### src/rtl/riscv_multicycle_ctrl_pkg.sv
// riscv_multicycle_ctrl_pkg: shared opcodes, state codes, mux selects and decode helper
package riscv_multicycle_ctrl_pkg;

    localparam logic [6:0] OP_R     = 7'b0110011;
    localparam logic [6:0] OP_I     = 7'b0010011;
    localparam logic [6:0] OP_LOAD  = 7'b0000011;
    localparam logic [6:0] OP_STORE = 7'b0100011;
    localparam logic [6:0] OP_BEQ   = 7'b1100011;
    localparam logic [6:0] OP_JAL   = 7'b1101111;

    localparam logic [1:0] ALUOP_ADD   = 2'b00;
    localparam logic [1:0] ALUOP_SUB   = 2'b01;
    localparam logic [1:0] ALUOP_FUNCT = 2'b10;

    localparam logic [1:0] SRC_A_PC     = 2'b00;
    localparam logic [1:0] SRC_A_REG    = 2'b01;
    localparam logic [1:0] SRC_A_OLD_PC = 2'b10;

    localparam logic [1:0] SRC_B_REG    = 2'b00;
    localparam logic [1:0] SRC_B_FOUR   = 2'b01;
    localparam logic [1:0] SRC_B_IMM    = 2'b10;
    localparam logic [1:0] SRC_B_BR_IMM = 2'b11;

    localparam logic [1:0] WB_ALUOUT = 2'b00;
    localparam logic [1:0] WB_MDR    = 2'b01;
    localparam logic [1:0] WB_PC     = 2'b10;

    localparam logic [1:0] PC_SRC_ALU    = 2'b00;
    localparam logic [1:0] PC_SRC_ALUOUT = 2'b01;

    typedef enum logic [3:0] {
        S_RST     = 4'd0,
        S_FETCH   = 4'd1,
        S_DECODE  = 4'd2,
        S_MEM_ADR = 4'd3,
        S_MEM_RD  = 4'd4,
        S_MEM_WB  = 4'd5,
        S_MEM_WR  = 4'd6,
        S_EXEC    = 4'd7,
        S_ALU_WB  = 4'd8,
        S_BRANCH  = 4'd9,
        S_JAL     = 4'd10,
        S_TRAP    = 4'd11
    } state_t;

    // Dispatch target after DECODE; anything unsupported traps
    function automatic state_t decode_target(input logic [6:0] op);
        case (op)
            OP_LOAD, OP_STORE: return S_MEM_ADR;
            OP_R, OP_I:        return S_EXEC;
            OP_BEQ:            return S_BRANCH;
            OP_JAL:            return S_JAL;
            default:           return S_TRAP;
        endcase
    endfunction

endpackage

### src/rtl/riscv_multicycle_ctrl_timer.sv
// riscv_multicycle_ctrl_timer: memory wait counter flagging the last permitted wait cycle
module riscv_multicycle_ctrl_timer #(
    parameter int MEM_TIMEOUT = 15,
    parameter int TW          = 8
) (
    input  logic clk,
    input  logic rst_n,
    input  logic clear,
    input  logic enable,
    output logic expired
);

    logic [TW-1:0] cnt;

    // Count wait cycles; clear has priority so each access starts from zero
    always_ff @(posedge clk or negedge rst_n) begin
        if (!rst_n)      cnt <= '0;
        else if (clear)  cnt <= '0;
        else if (enable) cnt <= cnt + TW'(1);
    end

    assign expired = cnt == TW'(MEM_TIMEOUT - 1);

endmodule

### src/rtl/riscv_multicycle_ctrl.sv
// riscv_multicycle_ctrl: main control FSM for the multicycle RISC-V datapath
module riscv_multicycle_ctrl
    import riscv_multicycle_ctrl_pkg::*;
#(
    parameter int MEM_TIMEOUT = 15,
    parameter int TW          = 8
) (
    input  logic       clk,
    input  logic       rst_n,
    input  logic [6:0] opcode,
    input  logic       mem_ready,
    output logic       pc_write,
    output logic       pc_write_cond,
    output logic       ir_write,
    output logic       iord,
    output logic       mem_read,
    output logic       mem_write,
    output logic       reg_write,
    output logic [1:0] mem_to_reg,
    output logic [1:0] alu_src_a,
    output logic [1:0] alu_src_b,
    output logic [1:0] alu_op,
    output logic [1:0] pc_source,
    output logic       illegal_instr,
    output logic       bus_error,
    output logic       instr_retired,
    output logic [3:0] state_o
);

    state_t state, state_next;
    logic   waiting, expired, timeout;

    // A memory access is outstanding only in these states; the counter idles at zero elsewhere
    assign waiting = state inside {S_FETCH, S_MEM_RD, S_MEM_WR};
    assign timeout = waiting && expired && !mem_ready;
    assign state_o = state;

    riscv_multicycle_ctrl_timer #(
        .MEM_TIMEOUT(MEM_TIMEOUT),
        .TW         (TW)
    ) u_timer (
        .clk    (clk),
        .rst_n  (rst_n),
        .clear  (!waiting || mem_ready || expired),
        .enable (waiting && !mem_ready),
        .expired(expired)
    );

    // State register
    always_ff @(posedge clk or negedge rst_n) begin
        if (!rst_n) state <= S_RST;
        else        state <= state_next;
    end

    // Next-state and control decode; a timeout drops the request and re-fetches
    always_comb begin
        state_next    = S_RST;
        pc_write      = 1'b0;
        pc_write_cond = 1'b0;
        ir_write      = 1'b0;
        iord          = 1'b0;
        mem_read      = 1'b0;
        mem_write     = 1'b0;
        reg_write     = 1'b0;
        mem_to_reg    = WB_ALUOUT;
        alu_src_a     = SRC_A_PC;
        alu_src_b     = SRC_B_REG;
        alu_op        = ALUOP_ADD;
        pc_source     = PC_SRC_ALU;
        illegal_instr = 1'b0;
        bus_error     = 1'b0;
        instr_retired = 1'b0;
        case (state)
            S_RST: state_next = S_FETCH;
            S_FETCH: begin
                mem_read   = 1'b1;
                alu_src_b  = SRC_B_FOUR;
                ir_write   = mem_ready;
                pc_write   = mem_ready;
                bus_error  = timeout;
                state_next = mem_ready ? S_DECODE : S_FETCH;
            end
            S_DECODE: begin
                alu_src_a  = SRC_A_OLD_PC;
                alu_src_b  = SRC_B_BR_IMM;
                state_next = decode_target(opcode);
            end
            S_MEM_ADR: begin
                alu_src_a  = SRC_A_REG;
                alu_src_b  = SRC_B_IMM;
                state_next = opcode == OP_STORE ? S_MEM_WR : S_MEM_RD;
            end
            S_MEM_RD: begin
                iord       = 1'b1;
                mem_read   = 1'b1;
                bus_error  = timeout;
                state_next = mem_ready ? S_MEM_WB : timeout ? S_FETCH : S_MEM_RD;
            end
            S_MEM_WB: begin
                reg_write     = 1'b1;
                mem_to_reg    = WB_MDR;
                instr_retired = 1'b1;
                state_next    = S_FETCH;
            end
            S_MEM_WR: begin
                iord          = 1'b1;
                mem_write     = 1'b1;
                instr_retired = mem_ready;
                bus_error     = timeout;
                state_next    = (mem_ready || timeout) ? S_FETCH : S_MEM_WR;
            end
            S_EXEC: begin
                alu_src_a  = SRC_A_REG;
                alu_src_b  = opcode == OP_R ? SRC_B_REG : SRC_B_IMM;
                alu_op     = ALUOP_FUNCT;
                state_next = S_ALU_WB;
            end
            S_ALU_WB: begin
                reg_write     = 1'b1;
                instr_retired = 1'b1;
                state_next    = S_FETCH;
            end
            S_BRANCH: begin
                alu_src_a     = SRC_A_REG;
                alu_op        = ALUOP_SUB;
                pc_write_cond = 1'b1;
                pc_source     = PC_SRC_ALUOUT;
                instr_retired = 1'b1;
                state_next    = S_FETCH;
            end
            S_JAL: begin
                reg_write     = 1'b1;
                mem_to_reg    = WB_PC;
                pc_write      = 1'b1;
                pc_source     = PC_SRC_ALUOUT;
                instr_retired = 1'b1;
                state_next    = S_FETCH;
            end
            S_TRAP: begin
                illegal_instr = 1'b1;
                state_next    = S_FETCH;
            end
            default: state_next = S_RST;
        endcase
    end

endmodule
### config.mk
export PLATFORM = sky130hd
export DESIGN_NAME = riscv_multicycle_ctrl
export DESIGN_NICKNAME = d
export VERILOG_FILES = /design/src/rtl/riscv_multicycle_ctrl_pkg.sv /design/src/rtl/riscv_multicycle_ctrl_timer.sv /design/src/rtl/riscv_multicycle_ctrl.sv
export SDC_FILE = /design/constraint.sdc
export NUM_CORES = 1
export LEC_CHECK = 0
export BUFFER_PORTS_ARGS = -buffer_cell sky130_fd_sc_hd__buf_2
export CAP_MARGIN = 20
export CORE_ASPECT_RATIO = 1.75
export CORE_MARGIN = 1
export CORE_UTILIZATION = 35
export CTS_BUF_LIST = sky130_fd_sc_hd__clkbuf_8 sky130_fd_sc_hd__clkbuf_16
export DETAILED_ROUTE_END_ITERATION = 10
export GPL_TIMING_DRIVEN = 1
export HOLD_SLACK_MARGIN = 0.05
export MAX_ROUTING_LAYER = met4
export SLEW_MARGIN = 0
export SYNTH_ARGS = -nofsm -noshare
export SYNTH_HDL_FRONTEND = slang
export SYNTH_SLANG_ARGS = --single-unit
### constraint.sdc
create_clock -name clk -period 3.01 [get_ports clk]
set_input_delay 0.4515 -clock clk [delete_from_list [all_inputs] [get_ports clk]]
set_output_delay 0.4515 -clock clk [all_outputs]
set_load 0.1 [all_outputs]
# After elaboration in Yosys (flattened, before gate mapping)
# Index checks and enable logic that the tools add are counted.
[totals] inputBits=10 wordCells=67 reg_bits=12 output_inout_bits=24
[op_classes] add_sub_neg=1 eq_ne=18 reduce_logical=21 muxes=25
[op_table] op="$pmux W4 S7" count=1
[op_table] op="$eq A4 B3 Y1 const B" count=4
[op_table] op="$eq A4 B4 Y1 const B" count=4
[op_table] op="$mux W8" count=2
[op_table] op="$pmux W4 S4" count=1
[op_table] op="$eq A7 B6 Y1 const B" count=2
[op_table] op="$eq A7 B7 Y1 const B" count=2
[op_table] op="$pmux W2 S2" count=3
[op_table] op="$reduce_or A2 Y1" count=5
[op_table] op="$mux W1" count=9
[op_table] op="$mux W3" count=3
[op_table] op="$reduce_or A3 Y1" count=3
[op_table] op="$add A8 B1 Y8 const B" count=1
[op_table] op="$eq A4 B2 Y1 const B" count=2
[op_table] op="$eq A8 B4 Y1 const B" count=1
[op_table] op="$pmux W2 S4" count=1
[op_table] op="$eq A7 B2 Y1 const B" count=1
[op_table] op="$eq A7 B5 Y1 const B" count=1
[op_table] op="$mux W2" count=3
[op_table] op="$reduce_or A6 Y1" count=1
[op_table] op="$eq A4 B1 Y1 const B" count=1
[op_table] op="$logic_not A4 Y1" count=1
[op_table] op="$pmux W1 S2" count=2
[op_table] op="$reduce_or A4 Y1" count=1
[op_table] op="other kinds (5)" count=10

# Logic depth before layout (Yosys ltp)
# Gate-level depths: netlist of the first run.
[logic_depth] depth_word=7 ltp_mapped=7 ltp_nobuf=6

# Hierarchy
# A second synthesis of the first run with hierarchy kept.
[hier_totals] cells_unflattened=120 hier_area_um2=1007.2
[by_module_without_submodules] module="riscv_multicycle_ctrl" seq_area_each_um2=100.1 area_each_um2=580.6 instances=1 cells_each=78
[by_module_without_submodules] module="riscv_multicycle_ctrl_timer" seq_area_each_um2=200.2 area_each_um2=426.7 instances=1 cells_each=42

# Worst setup path after synthesis of the first run
# OpenSTA, ideal clock, no wires.
[synth_path] path_kind="reg2out" from="reg state[3] (netlist: state_o[3])" to="out instr_retired" n_path_buf=1 stages_incl_launch_ff=4 t_arrival_ps=3773 slack_ps=-1214 required_time_ps=2558 path_cell_list="dfrtp_1 clkbuf_1 nand2_1 a221oi_1"
[synth_via] elab_chain_cells=3 word_cells_on_any_way=7 cone_classes="eq/ne: 5; mux: 1; reduce/logical: 1"
[synth_lines] item="from (decl)" line="riscv_multicycle_ctrl.sv:30" rtl="state_t state, state_next;"
[synth_lines] item="from (signal assigned)" line="riscv_multicycle_ctrl.sv:52" rtl="else state <= state_next;"
[synth_lines] item="$eq A4 B4 Y1 or $eq A4 B3 Y1 (tied branches)" line="riscv_multicycle_ctrl.sv:73" rtl="case (state)"
[synth_lines] item="$reduce_or A4 Y1 (no source line)"
[synth_lines] item="$pmux W1 S2 (*)" line="riscv_multicycle_ctrl.sv:73"
[synth_lines] item="to (decl)" line="riscv_multicycle_ctrl.sv:26" rtl="output logic instr_retired,"
# Every way passes the cells marked *; elsewhere a longest branch is shown, timed or not.

# Final worst setup path of the first run
[layout_path] from="reg u_timer.cnt[0]" to="out bus_error"
[layout_via] elab_chain_cells=4
[layout_lines] item="from (decl)" line="riscv_multicycle_ctrl_timer.sv:13" rtl="logic [TW-1:0] cnt;"
[layout_lines] item="from (signal assigned)" line="riscv_multicycle_ctrl_timer.sv:19" rtl="else if (enable) cnt <= cnt + TW'(1);"
[layout_lines] item="$eq A8 B4 Y1" line="riscv_multicycle_ctrl_timer.sv:22" rtl="assign expired = cnt == TW'(MEM_TIMEOUT - 1);"
[layout_lines] item="$logic_and A1 B1 Y1 (2 in series)" line="riscv_multicycle_ctrl.sv:35" rtl="assign timeout = waiting && expired && !mem_ready;"
[layout_lines] item="$mux W1" line="riscv_multicycle_ctrl.sv:73"
[layout_lines] item="to (decl)" line="riscv_multicycle_ctrl.sv:25" rtl="output logic bus_error,"
# Every way passes these cells.

==> impl.org, run 1 <==
** Clocking
- In this run the deepest clock path goes through 2 buffers.
- Post-CTS Resized :: 0
- Number of clock buffers inserted by TritonCTS :: 3
- Number of sinks driven by the clock tree :: 12
- Clock insertion delay at the later pin of the skew report :: 0.24 ns
- Number of setup buffers added after CTS :: 0
- H-Tree Depth :: 1
- After clock tree synthesis, the clock-pin slew on the worst setup and hold paths is 0.05 ns.
- CTS placed an instance of sky130_fd_sc_hd__clkbuf_8 at the clock tree root.
- TritonCTS clock tree :: yes
- Hold bufs inserted after CTS :: 0

** Yosys
- Most instantiated flip-flop cell in the synthesis netlist :: sky130_fd_sc_hd__dfrtp_1
- Post-synthesis cell area :: around 860 um^2
- The synthesized design contains 12 register bits.
- Share of synthesized flip-flops with an asynchronous set or reset :: 100.0%
- Gate count after technology mapping :: 100
- Number of enable-type register cells in the synthesized netlist :: 0
- The Yosys step of the flow raised 0 warnings.
- Distinct cell type count of the synthesized netlist :: 38
- Summing the sequential cell areas from Yosys gives 34.93% of the chip area.
- Synthesized area divided by synthesized cell count :: between 8 and 9 um^2
- Nets in the synthesized netlist :: 112

** Worst setup path
- For the worst setup path, the data arrival time is 2.15 ns.
- Startpoint class of the critical path :: register
- Required time worst endpoint :: 2.56 ns
- Along the worst path, the maximum fanout reaches 5.
- The cell family contributing the most delay on the critical path is simple AND/OR/NAND/NOR gates.
- Worst Path Class, Setup :: register to output pin
- Master of the slowest instance on the critical path :: sky130_fd_sc_hd__or4b_4
- Traced cell by cell, the critical path runs through inv_1 -> ha_1 -> or4b_4 -> nor3b_4 -> and2_1 -> buf_2.
- The worst setup path is captured at an output pin.
- The number of buffers and inverters on the critical path is 2.
- For this run, the slowest stage of the critical path takes 0.47 ns.

** Floorplanning
- Die area :: 2666 um^2
- Starting utilization of the core area :: a little under two fifths
- Die W :: 39.46 um
- Measured along the y axis, the die boundary spans 67.56 um.
- Row generation in the floorplan step produced 23 rows.
- During I/O placement, the number of pins put on the boundary was 34.
- The region available for standard cell placement spans about 2300 um^2.

** Placed design
- HPWL after detailed placement :: ~1.7 mm
- Summing all placed instances gives a cell area of approximately 1100 um^2.
- Routability-driven placement finished with a final weighted congestion of between 0.6 and 0.7.
- During placement, the flow inserted port buffers numbering 32.
- Before CTS, the worst setup slack after placement is slightly below 0.7 ns.

** Status
- Status :: finished, final reports clean

** Final layout
- The post-route netlist has around 45% of its cells at a drive strength greater than 1.
- The library cell used most frequently in the layout, excluding fill and tap cells, is sky130_fd_sc_hd__buf_2.
- Compared with the post-synthesis result, the final layout area differs by 32.90%.
- # nets final :: 143
- The finished cells cover ~1100 um^2.
- The top cell types in the final layout, fill and taps aside, are 32 x sky130_fd_sc_hd__buf_2, 11 x sky130_fd_sc_hd__nor2_1, 10 x sky130_fd_sc_hd__dfrtp_1.
- Number of antenna cells inserted :: 0

** Timing
- The count of pins over their slew limit was 0.
- Upper clock frequency limit :: about 0.38 GHz
- Worst max-slew margin expressed relative to the limit :: 61.53%
- Hold is met by 0.08161 ns.
- Post-route setup slack :: 0.4115 ns
- Worst slew pin tran :: 0.5717 ns
- Setup violations remaining at the end of the flow were counted as 0.
- Min Tclk post-route :: 2.598 ns
- Ratio of final minimum period to clock period :: 86.33%
- Between clock sinks in the finished design, the worst skew comes to 0.001033 ns.
- Setup Total Neg Slack :: 0 ns
- Setup repair after global routing left no endpoint under its margin.
- Number of hold violations in the final report :: 0

** Flow run
- Number of maximum-capacitance constraint violations :: 0

** Global routing
- After global routing the overflow that remains totals 0.
- First-pass GRT wire length :: 3.270 mm
- The number of global-route vias before repair was slightly below 800.
- Largest net degree at the start of global routing :: 19
- Total global routing track utilization :: 18.02%
- Initial antenna violation count :: 0

** Drt
- Via count normalized by instance count :: 5.355
- The final layout contains routed wiring with a total length of ~2.1 mm.
- After detailed routing, the average wire length per cell comes to 13.56 um.
- Overall via count from detail_route :: between 800 and 900
- The first detailed-routing pass ran for 6 iterations.
- After detailed routing, the number of remaining DRC violations is 0.
- In this run the remaining antenna-violating nets after routing total 0.
- The first routing iteration left 11 violations.

** Min path
- The tightest min-delay check is of the input port to async pin type.
-- kinds of logic after synthesis --
family	share of synthesized area (%)
adders and majority gates	2.911
xor gates and xnor gates	7.133
AOI/OAI and AO/OA	16.30
DFF	34.93
muxes	1.165
other	0.4363
buffers and inverters	5.094
and+or+nand+nor	32.03
-- metal layers --
| layer | vias to the layer above | global-route usage [%] | part of all wire, % |
|---|---|---|---|
| li1 | 415 | - | - |
| met1 | 387 | 16.88 | 37 |
| met2 | 26 | 34.43 | 58 |
| met3 | 2 | 1.316 | 4.5 |
| met4 | 0 | 7.759 | 0.67 |
| met5 | - | - | 0 |
-- final cells by class --
class | count | area [um^2]
clock buffer | 4 | 55.05
fill | 239 | 1160
inverter | 2 | 7.507
multi-input combinational | 79 | 578.1
sequential | 12 | 302.8
tap | 25 | 31.28
timing repair buffer | 33 | 167.7
-- synthesized netlist by cell type (all sizes together) (3+ instances only) --
cell type | n | area [um^2]
nand2b | 6 | 37.54
clkbuf | 3 | 11.26
nor2 | 16 | 60.06
nor2b | 3 | 18.77
xor2 | 5 | 43.79
nand4 | 3 | 18.77
dfrtp | 12 | 300.3
o21ai | 3 | 15.01
and2 | 3 | 18.77
nand2 | 6 | 22.52
nand3 | 3 | 15.01
buf | 4 | 25.02
-- flip-flops by register name (all words and copies together), names as in the netlist --
signal       flops
u_timer.cnt      8
state_o          4
-- stage by stage --
stage | util, % | std cells
5_1_grt | 49.62 | 155
4_1_cts | 49.62 | 155
3_3_place_gp | 47.23 | 151
6_report | 49.62 | 155
3_5_place_dp | 47.23 | 151
2_1_floorplan | - | 100
-- path summary, 6_finish.rpt --
check | slack (ns) | startpoint | to | depth (start not counted)
setup reg to reg | 1.10 | u_timer.cnt[0] | state_o[2] | 6
setup / recovery | 0.41 | u_timer.cnt[0] | bus_error | 6
hold reg to reg | 0.50 | u_timer.cnt[0] | u_timer.cnt[0] | 1
min in group clk | 0.50 | u_timer.cnt[0] | u_timer.cnt[0] | 1
max in group asynchronous | 2.70 | rst_n | state_o[0] | 1
hold / removal | 0.08 | rst_n | u_timer.cnt[2] | 1
Power of run 1 is not shown: default switching activity piles up to over one toggle a cycle in this logic, so the estimate is an artifact.
==> inputs of run 2 (changes only) <==
--- a/config.mk
+++ b/config.mk
@@ -5,6 +5,7 @@
 export SDC_FILE = /design/constraint.sdc
 export NUM_CORES = 1
 export LEC_CHECK = 0
+export ABC_AREA = 1
 export BUFFER_PORTS_ARGS = -buffer_cell sky130_fd_sc_hd__buf_2
 export CAP_MARGIN = 20
 export CORE_ASPECT_RATIO = 1.75
==> run 2 against run 1 <==
Register-to-register slack improved by 0.51 ns; synthesized area is 6.0% higher; count of clock-buffer cells in the layout decreased by 1; global-route usage is 0.96 points higher; first-iteration DRC count rose by 150%; clock skew grew 0.0037 ns; core utilization decreased by 1.9 points; die area grew 5.7%; synthesized cell count grew 37%; critical path depth rose by 1; largest cell class unchanged.
==> impl.org, run 2 <==
** Floorplanning
- Starting utilization of the core area :: 36.55%
- Placement Rows :: 24
- Core box area :: 2492 um^2
- Die W :: 40.57 um
- Die area :: 2819 um^2
- The die is 69.49 um tall.
- Num ports :: 34

** Yosys
- Synthesis Warnings :: 0
- Most instantiated flip-flop cell in the synthesis netlist :: sky130_fd_sc_hd__dfrtp_1
- Fraction of the yosys area taken by sequential cells :: 32.97%
- The average instance in the mapped netlist occupies 6.649 um^2.
- Most common library cells after synthesis :: 25 x sky130_fd_sc_hd__nor2_1, 22 x sky130_fd_sc_hd__nand2_1, 16 x sky130_fd_sc_hd__inv_1
- In the post-synthesis netlist, the cell with the most instances is sky130_fd_sc_hd__nor2_1.
- Share of synthesized flip-flops with an asynchronous set or reset :: 100.0%
- The top cell type by area accounts for 32.97% of the synthesized area.
- Synth area leader :: sky130_fd_sc_hd__dfrtp_1
- Post-synthesis cell area :: 910.9 um^2
- Most area-consuming cells after synthesis :: sky130_fd_sc_hd__dfrtp_1 33%, sky130_fd_sc_hd__nor2_1 10%, sky130_fd_sc_hd__nand2_1 9.1%
- Counting distinct cell types in the post-synthesis netlist gives 22.
- Gate count after technology mapping :: 137
- Nets in the synthesized netlist :: 149
- Yosys mapped a number of flops with a built-in enable equal to 0.
- #FFs+latches synth :: 12

** Worst setup path
- The signal on the critical path passes through inv_1 -> ha_1 -> nand3_1 -> nor2_2 -> nand2_2 -> nor2_1 -> buf_2.
- The setup check on the worst reg-to-reg path leaves a slack of 1.61 ns.
- Required time worst endpoint :: 2.56 ns
- For this run, the slowest stage of the critical path takes 0.43 ns.
- In this run the critical register-to-register path is captured at state_o[2].
- The critical path is of the register to output pin type.
- Together, buffers and inverters on the worst path number 2.
- Of all nets on the critical path, the largest fanout is 5.
- In this run the number of cells on the critical path is 7.
- For this design, the slowest cell found on the critical path is sky130_fd_sc_hd__buf_2.
- The kind of cell with the highest combined delay along the critical path is simple AND/OR/NAND/NOR gates.
- Origin of the worst setup path :: u_timer.cnt[0]
- Reg2Reg Launch Point :: u_timer.cnt[0]
- Data arrives at the worst endpoint at around 1.8 ns.
- Worst reg2reg path depth :: 7
- Critical path capture point type :: output pin
- Startpoint class of the critical path :: register
- Following the worst setup path forward leads to its endpoint at bus_error.

** Timing
- Setup repair after global routing missed its margin :: false
- Ratio of final minimum period to clock period :: 76.12%
- Max-slew violation count :: 0
- Setup clock skew after layout :: 0.004735 ns
- Min Tclk post-route :: 2.291 ns
- Setup violations remaining at the end of the flow were counted as 0.
- Upper clock frequency limit :: around 0.44 GHz
- The number of hold violations in the final report was 0.
- The tightest hold path in the finished design has a slack of between 0.07 and 0.08 ns.
- In the final timing run, aggregate negative setup slack is 0 ns.

** Placed design
- Summed over all nets, the half-perimeter wirelength after detailed placement is 1.926 mm.
- The congestion estimate from routability-driven global placement came to between 0.7 and 0.8.
- Total of buffers placed on input and output ports :: 32

** Clocking
- Number of setup buffers added after CTS :: 0
- TritonCTS clock tree :: yes
- Hold repair after CTS inserted 0 buffers.
- Clock transition time at the flip-flop clock pins of the worst setup and hold paths :: roughly 0.05 ns
- Clock tree synthesis inserted a total of 3 buffers.
- H-Tree Depth :: 1
- Buffer levels on the longest clock path :: 2
- Number of sinks driven by the clock tree :: 12
- In this run the clock root is driven by a sky130_fd_sc_hd__clkbuf_8.
- The later pin in the worst-skew pair is clocked with a latency of 0.25 ns.
- In this run, post-CTS repair resized a total of 0 instances.

** Final layout
- Number of flip-flops in the largest register :: 8
- Compared with the post-synthesis result, the final layout area differs by 30.49%.
- The net count of the finished layout is about 180.
- Register name with the most flops :: u_timer.cnt
- Storage element area :: 305.3 um^2
- In the final layout, the multi-input gates occupy about 570 um^2.
- Cells fill a little under half of the core in the end.
- FILL cells :: 262
- The repair_antennas step left the layout with diodes totalling 0.
- Most used cells in the layout excluding fill and tap cells :: 32 x sky130_fd_sc_hd__buf_2, 22 x sky130_fd_sc_hd__nand2_1, 20 x sky130_fd_sc_hd__nor2_1
- The library cell used most frequently in the layout, excluding fill and tap cells, is sky130_fd_sc_hd__buf_2.
- In the final layout, the share of cells above drive strength 1 is 38.60%.

** Flow run
- Number of maximum-capacitance constraint violations :: 0

** Drt
- The detailed router placed 968 vias in this run.
- After detailed routing, the number of vias per cell comes to roughly 5.
- Number of DRC violations after detailed-routing iteration 0 :: 27
- ANT nets after route :: 0
- Detailed-route DRC error count :: 0
- Wire length per cell after detailed routing :: 11.52 um
- Wire length reported by the detailed router :: 2.270 mm
- For this run, the detailed router's first-pass iteration total came to 4.

** Global routing
- Vias in the first global route :: 914
- Summed over all layers, the global routing overflow is 0.
- The first global-routing pass estimated about 3.6 mm of wire.
- Largest net degree at the start of global routing :: 13
- The number of antenna violations at the first check in global routing was 0.
- Total global routing track utilization :: 18.98%

** Status
- The run finished with clean final reports.

** Min path
- The tightest min-delay check is of the input port to async pin type.
==> run 2: final cells by class <==
class	instances	area share (%)
clock inverter	1	0.3158
sequential	12	25.68
clock buffer	3	3.474
inverter	20	6.316
multi-input combinational	103	48.00
tap	26	2.737
timing repair buffer	32	13.47
==> run 2: worst min-delay path by stage <==
stage                     cells after the start              to   from
after global routing                          1  u_timer.cnt[0]  rst_n
after CTS                                     1  u_timer.cnt[0]  rst_n
after detailed placement                      1  u_timer.cnt[6]  rst_n
final                                         1  u_timer.cnt[0]  rst_n
after global placement                        1  u_timer.cnt[6]  rst_n
after floorplan                               0      state_o[0]  rst_n
==> run 2: layer usage <==
| metal | part of all wire, % | global-route usage (%) | routed length, um |
|---|---|---|---|
| met4 | 2.3 | 8.889 | 53 |
| met5 | 0 | - | 0 |
| met3 | 3.3 | 2.885 | 75 |
| met2 | 57 | 35.45 | 1302 |
| met1 | 37 | 15.66 | 839 |
==> run 2: cells by family (layout without fill, tap and decap cells) <==
| kind of cell | count (synthesis) | in the layout | share of synthesized area [%] |
|---|---|---|---|
| AO/OA/AOI/OAI | 17 | 17 | 9.752 |
| XOR/XNOR | 1 | 1 | 0.9617 |
| adder cells (fa/ha/maj) | 2 | 2 | 2.747 |
| buffers and inverters | 22 | 56 | 9.889 |
| flip-flops | 12 | 12 | 32.97 |
| other | 1 | 1 | 0.4117 |
| AND/OR/NAND/NOR | 82 | 82 | 43.27 |
==> run 2: per-stage QoR <==
step                instances  area, um^2  setup slack, ns
global route              197        1189           0.5706
global placement          193        1144           0.9778
CTS                       197        1189           0.6953
finish                    197        1189           0.7187
floorplan                 137       965.9          0.05971
detailed placement        193        1144           0.9671
==> run 2: worst reg2reg max path: cells and delay by family, from the launching register on <==
family          cells  cell delay, ns
buf+inv             1            0.07
simple gates        4            0.56
fa+ha+maj           1            0.13
compound gates      1            0.10
flops               1            0.41
Power of run 2 is left out for the same reason.
